--- src/rtl/tt_eval_seq_pkg.sv ---
// Shared definitions for the truth-table evaluator slice.
//   sweep_state_t : sweep sequencer states (IDLE, DRAIN, RUN, DONE)
//   MAX_N_IN      : largest supported number of logic inputs
//   tt_width(n)   : truth-table width for n inputs (2**n)
package tt_eval_pkg;

  localparam int MAX_N_IN = 6;

  typedef enum logic [1:0] {
    IDLE  = 2'd0,
    DRAIN = 2'd1,
    RUN   = 2'd2,
    DONE  = 2'd3
  } sweep_state_t;

  function automatic int tt_width(input int n);
    return 32'sd1 <<< n;
  endfunction

endpackage

--- src/rtl/tt_eval_seq_if.sv ---
// Handshake bundle of the truth-table evaluator.
//   cfg_*  : serial truth-table load channel (one bit per transfer, MSB first)
//   in_*   : input-vector channel into the lookup pipeline
//   out_*  : lookup-result channel out of the pipeline
// The master modport is the environment side, the slave modport the evaluator side.
interface tt_eval_seq_if #(
  parameter int N_IN = 4
);

  logic            cfg_valid;
  logic            cfg_data;
  logic            cfg_ready;
  logic            in_valid;
  logic [N_IN-1:0] in_data;
  logic            in_ready;
  logic            out_valid;
  logic            out_data;
  logic            out_ready;

  modport master (
    output cfg_valid, cfg_data,
    input  cfg_ready,
    output in_valid, in_data,
    input  in_ready,
    input  out_valid, out_data,
    output out_ready
  );

  modport slave (
    input  cfg_valid, cfg_data,
    output cfg_ready,
    input  in_valid, in_data,
    output in_ready,
    output out_valid, out_data,
    input  out_ready
  );

endinterface

--- src/rtl/tt_eval_seq_pipe.sv ---
// Two-stage valid/ready lookup pipeline.
//   S1 registers the index and its source tag (external or sweep).
//   S2 registers tt_active[index]; external results leave on out_*,
//   sweep results leave on swp_* and are always consumed by the sweep logic.
// Ports:
//   clk, rst            : clock, synchronous active-high reset
//   tt_active           : committed truth table used for the lookup
//   src_valid/idx/sweep : source item into S1; src_ready = S1 can accept
//   out_valid/data/ready: external result handshake
//   swp_valid/idx/data  : sweep result (one-cycle strobe)
//   empty               : no item held in S1 or S2
module tt_eval_pipe
  import tt_eval_pkg::*;
#(
  parameter int N_IN = 4,
  parameter int TT_W = tt_width(N_IN)
) (
  input  logic            clk,
  input  logic            rst,
  input  logic [TT_W-1:0] tt_active,
  input  logic            src_valid,
  input  logic [N_IN-1:0] src_idx,
  input  logic            src_sweep,
  output logic            src_ready,
  output logic            out_valid,
  output logic            out_data,
  input  logic            out_ready,
  output logic            swp_valid,
  output logic [N_IN-1:0] swp_idx,
  output logic            swp_data,
  output logic            empty
);

  logic            s1_valid_r;
  logic [N_IN-1:0] s1_idx_r;
  logic            s1_sweep_r;
  logic            s2_ext_valid_r;
  logic            s2_swp_valid_r;
  logic [N_IN-1:0] s2_idx_r;
  logic            s2_data_r;
  logic            s2_take_s;

  // A sweep item in S2 is drained unconditionally, so only an external
  // result can hold S2.
  assign s2_take_s = !s2_ext_valid_r || out_ready;
  assign src_ready = !s1_valid_r || s2_take_s;

  // Pipeline stage registers.
  always_ff @(posedge clk) begin
    if (rst) begin
      s1_valid_r     <= 1'b0;
      s1_idx_r       <= {N_IN{1'b0}};
      s1_sweep_r     <= 1'b0;
      s2_ext_valid_r <= 1'b0;
      s2_swp_valid_r <= 1'b0;
      s2_idx_r       <= {N_IN{1'b0}};
      s2_data_r      <= 1'b0;
    end else begin
      if (s2_take_s) begin
        s2_ext_valid_r <= s1_valid_r && !s1_sweep_r;
        s2_swp_valid_r <= s1_valid_r && s1_sweep_r;
        if (s1_valid_r) begin
          // Lookup sees tt_active as it is before this edge; a commit on
          // the same edge only affects later lookups.
          s2_data_r <= tt_active[s1_idx_r];
          s2_idx_r  <= s1_idx_r;
        end
      end
      if (src_ready) begin
        s1_valid_r <= src_valid;
        if (src_valid) begin
          s1_idx_r   <= src_idx;
          s1_sweep_r <= src_sweep;
        end
      end
    end
  end

  assign out_valid = s2_ext_valid_r;
  assign out_data  = s2_data_r;
  assign swp_valid = s2_swp_valid_r;
  assign swp_idx   = s2_idx_r;
  assign swp_data  = s2_data_r;
  assign empty     = !s1_valid_r && !s2_ext_valid_r && !s2_swp_valid_r;

endmodule

--- src/rtl/tt_eval_seq.sv ---
// Programmable N-input truth-table evaluator.
//   - Serial config: bits shift MSB first into a shadow register; the
//     edge accepting the last bit commits the full table to tt_active.
//   - Lookup: 2-stage valid/ready pipeline (tt_eval_pipe).
//   - Sweep: walks all 2**N_IN indices through the pipeline, collects the
//     results into sweep_sig and compares against sweep_exp.
// Ports:
//   clk, rst      : clock, synchronous active-high reset
//   bus           : cfg/in/out handshakes (tt_eval_seq_if.slave)
//   sweep_start   : one-cycle pulse starting a sweep (ignored while busy)
//   sweep_exp     : expected table, sampled with sweep_start
//   sweep_busy    : sweep in progress (DRAIN, RUN, DONE)
//   sweep_done    : one-cycle pulse in DONE
//   sweep_match   : sweep_sig == sweep_exp, held until next sweep_start
//   sweep_sig     : captured signature
//   tt_active     : committed truth table
module tt_eval_seq
  import tt_eval_pkg::*;
#(
  parameter int N_IN = 4,
  parameter int TT_W = tt_width(N_IN)
) (
  input  logic            clk,
  input  logic            rst,
  tt_eval_seq_if.slave    bus,
  input  logic            sweep_start,
  input  logic [TT_W-1:0] sweep_exp,
  output logic            sweep_busy,
  output logic            sweep_done,
  output logic            sweep_match,
  output logic [TT_W-1:0] sweep_sig,
  output logic [TT_W-1:0] tt_active
);

  localparam logic [1:0] ST_IDLE  = IDLE;
  localparam logic [1:0] ST_DRAIN = DRAIN;
  localparam logic [1:0] ST_RUN   = RUN;
  localparam logic [1:0] ST_DONE  = DONE;

  localparam logic [N_IN-1:0] IDX_LAST  = {N_IN{1'b1}};
  localparam logic [N_IN-1:0] CNT_ONE   = N_IN'(1'b1);
  // One bit wider than an index so the end-of-injection value is reachable.
  localparam logic [N_IN:0]   SWEEP_END = {1'b1, {N_IN{1'b0}}};
  localparam logic [N_IN:0]   SWEEP_ONE = (N_IN + 1)'(1'b1);

  logic [TT_W-1:0] shadow_r;
  logic [N_IN-1:0] bit_cnt_r;
  logic [TT_W-1:0] tt_active_r;
  logic [TT_W-1:0] shadow_next_s;
  logic            cfg_fire_s;

  logic [1:0]      state_r;
  logic [N_IN:0]   sweep_idx_r;
  logic [TT_W-1:0] sweep_exp_r;
  logic [TT_W-1:0] sweep_sig_r;
  logic            sweep_done_r;
  logic            sweep_match_r;
  logic            sweep_busy_s;
  logic [TT_W-1:0] sig_next_s;

  logic            src_valid_s;
  logic [N_IN-1:0] src_idx_s;
  logic            src_sweep_s;
  logic            src_ready_s;
  logic            inject_s;
  logic            swp_valid_s;
  logic [N_IN-1:0] swp_idx_s;
  logic            swp_data_s;
  logic            last_cap_s;
  logic            pipe_empty_s;
  logic            pipe_out_valid_s;
  logic            pipe_out_data_s;

  assign sweep_busy_s  = (state_r != ST_IDLE);
  assign cfg_fire_s    = bus.cfg_valid && !sweep_busy_s;
  assign shadow_next_s = (TT_W > 1) ? {shadow_r[TT_W-2:0], bus.cfg_data} : TT_W'(bus.cfg_data);

  // Serial truth-table shifter with atomic commit on the last bit.
  always_ff @(posedge clk) begin
    if (rst) begin
      shadow_r    <= {TT_W{1'b0}};
      bit_cnt_r   <= {N_IN{1'b0}};
      tt_active_r <= {TT_W{1'b0}};
    end else if (cfg_fire_s) begin
      shadow_r <= shadow_next_s;
      if (bit_cnt_r == IDX_LAST) begin
        tt_active_r <= shadow_next_s;
        bit_cnt_r   <= {N_IN{1'b0}};
      end else begin
        bit_cnt_r <= bit_cnt_r + CNT_ONE;
      end
    end else begin
      shadow_r <= shadow_r;
    end
  end

  // Pipeline source mux: sweep indices in RUN, external vectors otherwise.
  always_comb begin
    src_valid_s = 1'b0;
    src_idx_s   = {N_IN{1'b0}};
    src_sweep_s = 1'b0;
    if (state_r == ST_RUN) begin
      src_valid_s = (sweep_idx_r != SWEEP_END);
      src_idx_s   = sweep_idx_r[N_IN-1:0];
      src_sweep_s = 1'b1;
    end else begin
      src_valid_s = bus.in_valid && !sweep_busy_s;
      src_idx_s   = bus.in_data;
      src_sweep_s = 1'b0;
    end
  end

  assign inject_s   = (state_r == ST_RUN) && src_valid_s && src_ready_s;
  // Results return in order, so the last index closes the sweep.
  assign last_cap_s = swp_valid_s && (swp_idx_s == IDX_LAST);

  // Signature including the result arriving this cycle.
  always_comb begin
    sig_next_s = sweep_sig_r;
    if (swp_valid_s) begin
      sig_next_s[swp_idx_s] = swp_data_s;
    end else begin
      sig_next_s = sweep_sig_r;
    end
  end

  tt_eval_pipe #(
    .N_IN (N_IN),
    .TT_W (TT_W)
  ) u_pipe (
    .clk       (clk),
    .rst       (rst),
    .tt_active (tt_active_r),
    .src_valid (src_valid_s),
    .src_idx   (src_idx_s),
    .src_sweep (src_sweep_s),
    .src_ready (src_ready_s),
    .out_valid (pipe_out_valid_s),
    .out_data  (pipe_out_data_s),
    .out_ready (bus.out_ready),
    .swp_valid (swp_valid_s),
    .swp_idx   (swp_idx_s),
    .swp_data  (swp_data_s),
    .empty     (pipe_empty_s)
  );

  // Sweep sequencer and its result registers.
  always_ff @(posedge clk) begin
    if (rst) begin
      state_r       <= ST_IDLE;
      sweep_idx_r   <= {(N_IN + 1){1'b0}};
      sweep_exp_r   <= {TT_W{1'b0}};
      sweep_sig_r   <= {TT_W{1'b0}};
      sweep_done_r  <= 1'b0;
      sweep_match_r <= 1'b0;
    end else begin
      sweep_done_r <= 1'b0;
      case (state_r)
        ST_IDLE: begin
          if (sweep_start) begin
            sweep_exp_r   <= sweep_exp;
            sweep_sig_r   <= {TT_W{1'b0}};
            sweep_match_r <= 1'b0;
            sweep_idx_r   <= {(N_IN + 1){1'b0}};
            state_r       <= ST_DRAIN;
          end
        end
        ST_DRAIN: begin
          if (pipe_empty_s) begin
            state_r <= ST_RUN;
          end
        end
        ST_RUN: begin
          if (inject_s) begin
            sweep_idx_r <= sweep_idx_r + SWEEP_ONE;
          end
          if (swp_valid_s) begin
            sweep_sig_r <= sig_next_s;
          end
          if (last_cap_s) begin
            state_r       <= ST_DONE;
            sweep_done_r  <= 1'b1;
            sweep_match_r <= (sig_next_s == sweep_exp_r);
          end
        end
        ST_DONE: begin
          state_r <= ST_IDLE;
        end
        default: begin
          state_r <= ST_IDLE;
        end
      endcase
    end
  end

  assign bus.cfg_ready = !sweep_busy_s;
  assign bus.in_ready  = !sweep_busy_s && src_ready_s;
  assign bus.out_valid = pipe_out_valid_s;
  assign bus.out_data  = pipe_out_data_s;
  assign sweep_busy    = sweep_busy_s;
  assign sweep_done    = sweep_done_r;
  assign sweep_match   = sweep_match_r;
  assign sweep_sig     = sweep_sig_r;
  assign tt_active     = tt_active_r;

endmodule

--- src/flat_wrapper.sv ---
// flat-port wrapper written by rule: the top's interface ports become plain ports
module tt_eval_seq_flat import tt_eval_pkg::*;
#(
  parameter int N_IN = 4,
  parameter int TT_W = tt_width(N_IN)
)
  (clk, rst, sweep_start, sweep_exp, sweep_busy, sweep_done, sweep_match, sweep_sig, tt_active, bus_cfg_valid, bus_cfg_data, bus_cfg_ready, bus_in_valid, bus_in_data, bus_in_ready, bus_out_valid, bus_out_data, bus_out_ready);
  tt_eval_seq_if #(.N_IN(N_IN)) bus_i ();
  input  logic clk;
  input  logic rst;
  input  logic sweep_start;
  input  logic [TT_W-1:0] sweep_exp;
  output logic sweep_busy;
  output logic sweep_done;
  output logic sweep_match;
  output logic [TT_W-1:0] sweep_sig;
  output logic [TT_W-1:0] tt_active;
  input wire logic [$bits(bus_i.cfg_valid)-1:0] bus_cfg_valid;
  input wire logic [$bits(bus_i.cfg_data)-1:0] bus_cfg_data;
  output wire logic [$bits(bus_i.cfg_ready)-1:0] bus_cfg_ready;
  input wire logic [$bits(bus_i.in_valid)-1:0] bus_in_valid;
  input wire logic [$bits(bus_i.in_data)-1:0] bus_in_data;
  output wire logic [$bits(bus_i.in_ready)-1:0] bus_in_ready;
  output wire logic [$bits(bus_i.out_valid)-1:0] bus_out_valid;
  output wire logic [$bits(bus_i.out_data)-1:0] bus_out_data;
  input wire logic [$bits(bus_i.out_ready)-1:0] bus_out_ready;
  assign bus_i.cfg_valid = bus_cfg_valid;
  assign bus_i.cfg_data = bus_cfg_data;
  assign bus_cfg_ready = bus_i.cfg_ready;
  assign bus_i.in_valid = bus_in_valid;
  assign bus_i.in_data = bus_in_data;
  assign bus_in_ready = bus_i.in_ready;
  assign bus_out_valid = bus_i.out_valid;
  assign bus_out_data = bus_i.out_data;
  assign bus_i.out_ready = bus_out_ready;
  tt_eval_seq #(.N_IN(N_IN), .TT_W(TT_W)) u_core (.clk(clk), .rst(rst), .bus(bus_i), .sweep_start(sweep_start), .sweep_exp(sweep_exp), .sweep_busy(sweep_busy), .sweep_done(sweep_done), .sweep_match(sweep_match), .sweep_sig(sweep_sig), .tt_active(tt_active));
endmodule
--- config.mk ---
export PLATFORM = sky130hd
export DESIGN_NAME = tt_eval_seq_flat
export DESIGN_NICKNAME = d
export VERILOG_FILES = /design/src/rtl/tt_eval_seq_pkg.sv /design/src/rtl/tt_eval_seq_if.sv /design/src/rtl/tt_eval_seq_pipe.sv /design/src/rtl/tt_eval_seq.sv /design/src/flat_wrapper.sv
export SDC_FILE = /design/constraint.sdc
export NUM_CORES = 1
export LEC_CHECK = 0
export CAP_MARGIN = 10
export CORE_MARGIN = 5
export CORE_UTILIZATION = 31
export DETAILED_ROUTE_END_ITERATION = 8
export PLACE_DENSITY = 0.47
export SYNTH_ARGS = -nofsm -noshare
export SYNTH_HDL_FRONTEND = slang
export SYNTH_SLANG_ARGS = --single-unit
--- constraint.sdc ---
create_clock -name clk -period 2.55 [get_ports clk]
set_clock_uncertainty 0.1 [all_clocks]
set_input_delay 0.51 -clock clk [delete_from_list [all_inputs] [get_ports clk]]
set_output_delay 0.51 -clock clk [all_outputs]
set_load 0.02 [all_outputs]
==> metrics <==
status finished clean; IO Port Bufs 65; DR iter-0 viols 220; Finished Layout Cells 766; main flop type after synthesis dfxtp_1; drt wl/cell 15.5 um; Seq/Total Area, Yosys 0.427; Root Driver clkbuf_16; CTS Sinks 89; Final Util 0.404; FF+latch area 1780 um^2; die area 15900 um^2; Yosys warnings 0; total number of vias 3857; power per cell area 781 nW/um^2; Starting Density 0.315; Reg clk slew, reported paths 0.07 ns; Layout area overhead 28.4%; Period minus WS final 2.37 ns; placed cells 750; Achievable Freq 423 MHz; Die Span Y 126 um; Finish-stage setup viols 0; worst-margin pin slew 0.568 ns; Post-DRT Antenna Nets 0; filler instances 1401; maximum clock insertion buffer count 2; final hold viol count 0; die width 126 um; TNS Setup 0 ns; Max Slew Vio Count 0; syn_nets 557; cell count after synthesis 523; CP max FO 4; Pwr Total 4.18 mW; layout cells sized above 1 0.0831; Post-CTS Hold Fix Bufs 0; Critical Path End Type primary output; crit path kind reg2out; Req. time, crit path 1.94 ns; GRT Util Overall 0.149; unrepaired setup endpoints after global routing no; H-tree depth 3; drt drc 0; Hold/Removal Path Class reg2reg; crit start category register; insertion delay to the later sink of the worst-skew pair 0.35 ns; drt first pass iters 5; post-synthesis register bit count 89; Synth top cells by count nand2_1, dfxtp_1, a21oi_1; fin nets 619; async set or reset register ratio after synthesis 0; Pleak 1.82 nW; dpl hpwl 8600 um; # diodes 0; first-pass GRT wire length 18900 um; mapped cell area 4170 um^2; Peak VDD IR 0.324 mV; CTS Buf Count 9; Total Wirelength 11800 um; Synth area leaders dfxtp_1, nand2_1, a21oi_1, nor2_1, o21ai_0; vias in the first global route 3588; crit path DAT 1.76 ns; Final period util 0.928; number of distinct library cells after synthesis 47; RD Place Congestion 0.877; I/O pin cnt 66; Hold Slack 0.358 ns; area share of the largest cell type after synthesis 0.427; post-synth top area cell dfxtp_1; number of max-cap violations 0; Via density 5.04; largest net degree at the start of global routing 49; Mean Syn Cell Area 7.97 um^2; Core ar. 13200 um^2; Slew headroom 0.621; row count 42; initial antenna violation count 0; total global routing overflow 0; CTS tree yes; multi-input combinational cell area 2230 um^2; EDFF count, synth 0; top-count cell post-synth nand2_1
==> what timing repair did <==
item	in CTS	in global routing
buffers inserted	0	0
resized for setup	0	1
setup endpoints to repair	0	1
==> layer usage <==
layer	wire, um	vias up	global-route usage
met5	0	-	0
li1	-	1947	-
met2	5400	74	0.222
met1	5810	1818	0.210
met4	204	0	0.0618
met3	427	18	0.0301
==> layout make-up <==
class                           count  area share
Clock buffer                       10      0.0446
Clock inverter                      6      0.0110
Inverter                            8     0.00561
Multi-Input combinational cell    392       0.416
Sequential cell                    89       0.333
Tap cell                          176      0.0411
Timing Repair Buffer               85       0.149
==> stage by stage <==
| step | cell area (um^2) | worst slack (ns) |
|---|---|---|
| floorplan | 4170 | 0.305 |
| global placement | 5050 | 0.100 |
| detailed placement | 5050 | 0.0732 |
| CTS | 5350 | 0.0640 |
| global route | 5360 | 0.115 |
| finish | 5360 | 0.185 |
==> placed cells by master, fill, tap and decap left out, types with 5 or more instances in the layout <==
master	netlist	routed
mux4_2	5	5
buf_4	1	20
o31ai_1	11	11
xnor2_1	8	8
inv_1	8	8
mux2i_1	7	7
nor2_1	36	36
clkdlybuf4s50_1	0	63
a22oi_1	17	17
ha_1	7	7
clkbuf_16	0	9
dfxtp_1	89	89
nand2b_1	7	7
nand3_1	15	15
nand2_1	116	116
a21oi_1	70	70
o21ai_0	27	27
xor2_1	9	9
==> state kept, by name, indices dropped and copies added (netlist names), 4 cells and up <==
| name | cells |
|---|---|
| u_core.u_pipe.swp_idx | 4 |
| u_core.shadow_r | 15 |
| u_core.bit_cnt_r | 4 |
| u_core.tt_active | 16 |
| u_core.u_pipe.s1_idx_r | 4 |
| u_core.sweep_idx_r | 5 |
| u_core.sweep_exp_r | 16 |
| u_core.sweep_sig | 16 |
==> power breakdown <==
part,switching (mW),internal [mW]
sequential,0.150,1.51
clock,0.609,0.708
combinational,0.744,0.462
==> logic make-up after synthesis <==
group,count (synthesis),share of synthesized area
compound gates,144,0.201
mux,15,0.0519
buf+inv,42,0.0387
simple gates,209,0.224
fa+ha+maj,7,0.0210
xor+xnor,17,0.0357
flops,89,0.427
==> worst paths after layout <==
check,start,end,slack (ns),depth (start not counted)
max,u_core.state_r[0],sweep_busy,0.18,4
min,u_core.shadow_r[14],u_core.shadow_r[14],0.36,2
max reg2reg,u_core.u_pipe.swp_valid,u_core.sweep_match,0.28,6
min reg2reg,u_core.shadow_r[14],u_core.shadow_r[14],0.36,2
==> worst max-delay path: stages, from the launching register on <==
cell and delay, ns:
dfxtp_1 0.33, inv_1 0.09, ha_1 0.22, inv_1 0.14, clkdlybuf4s50_1 0.63
Power figures use the tool's default switching activity.
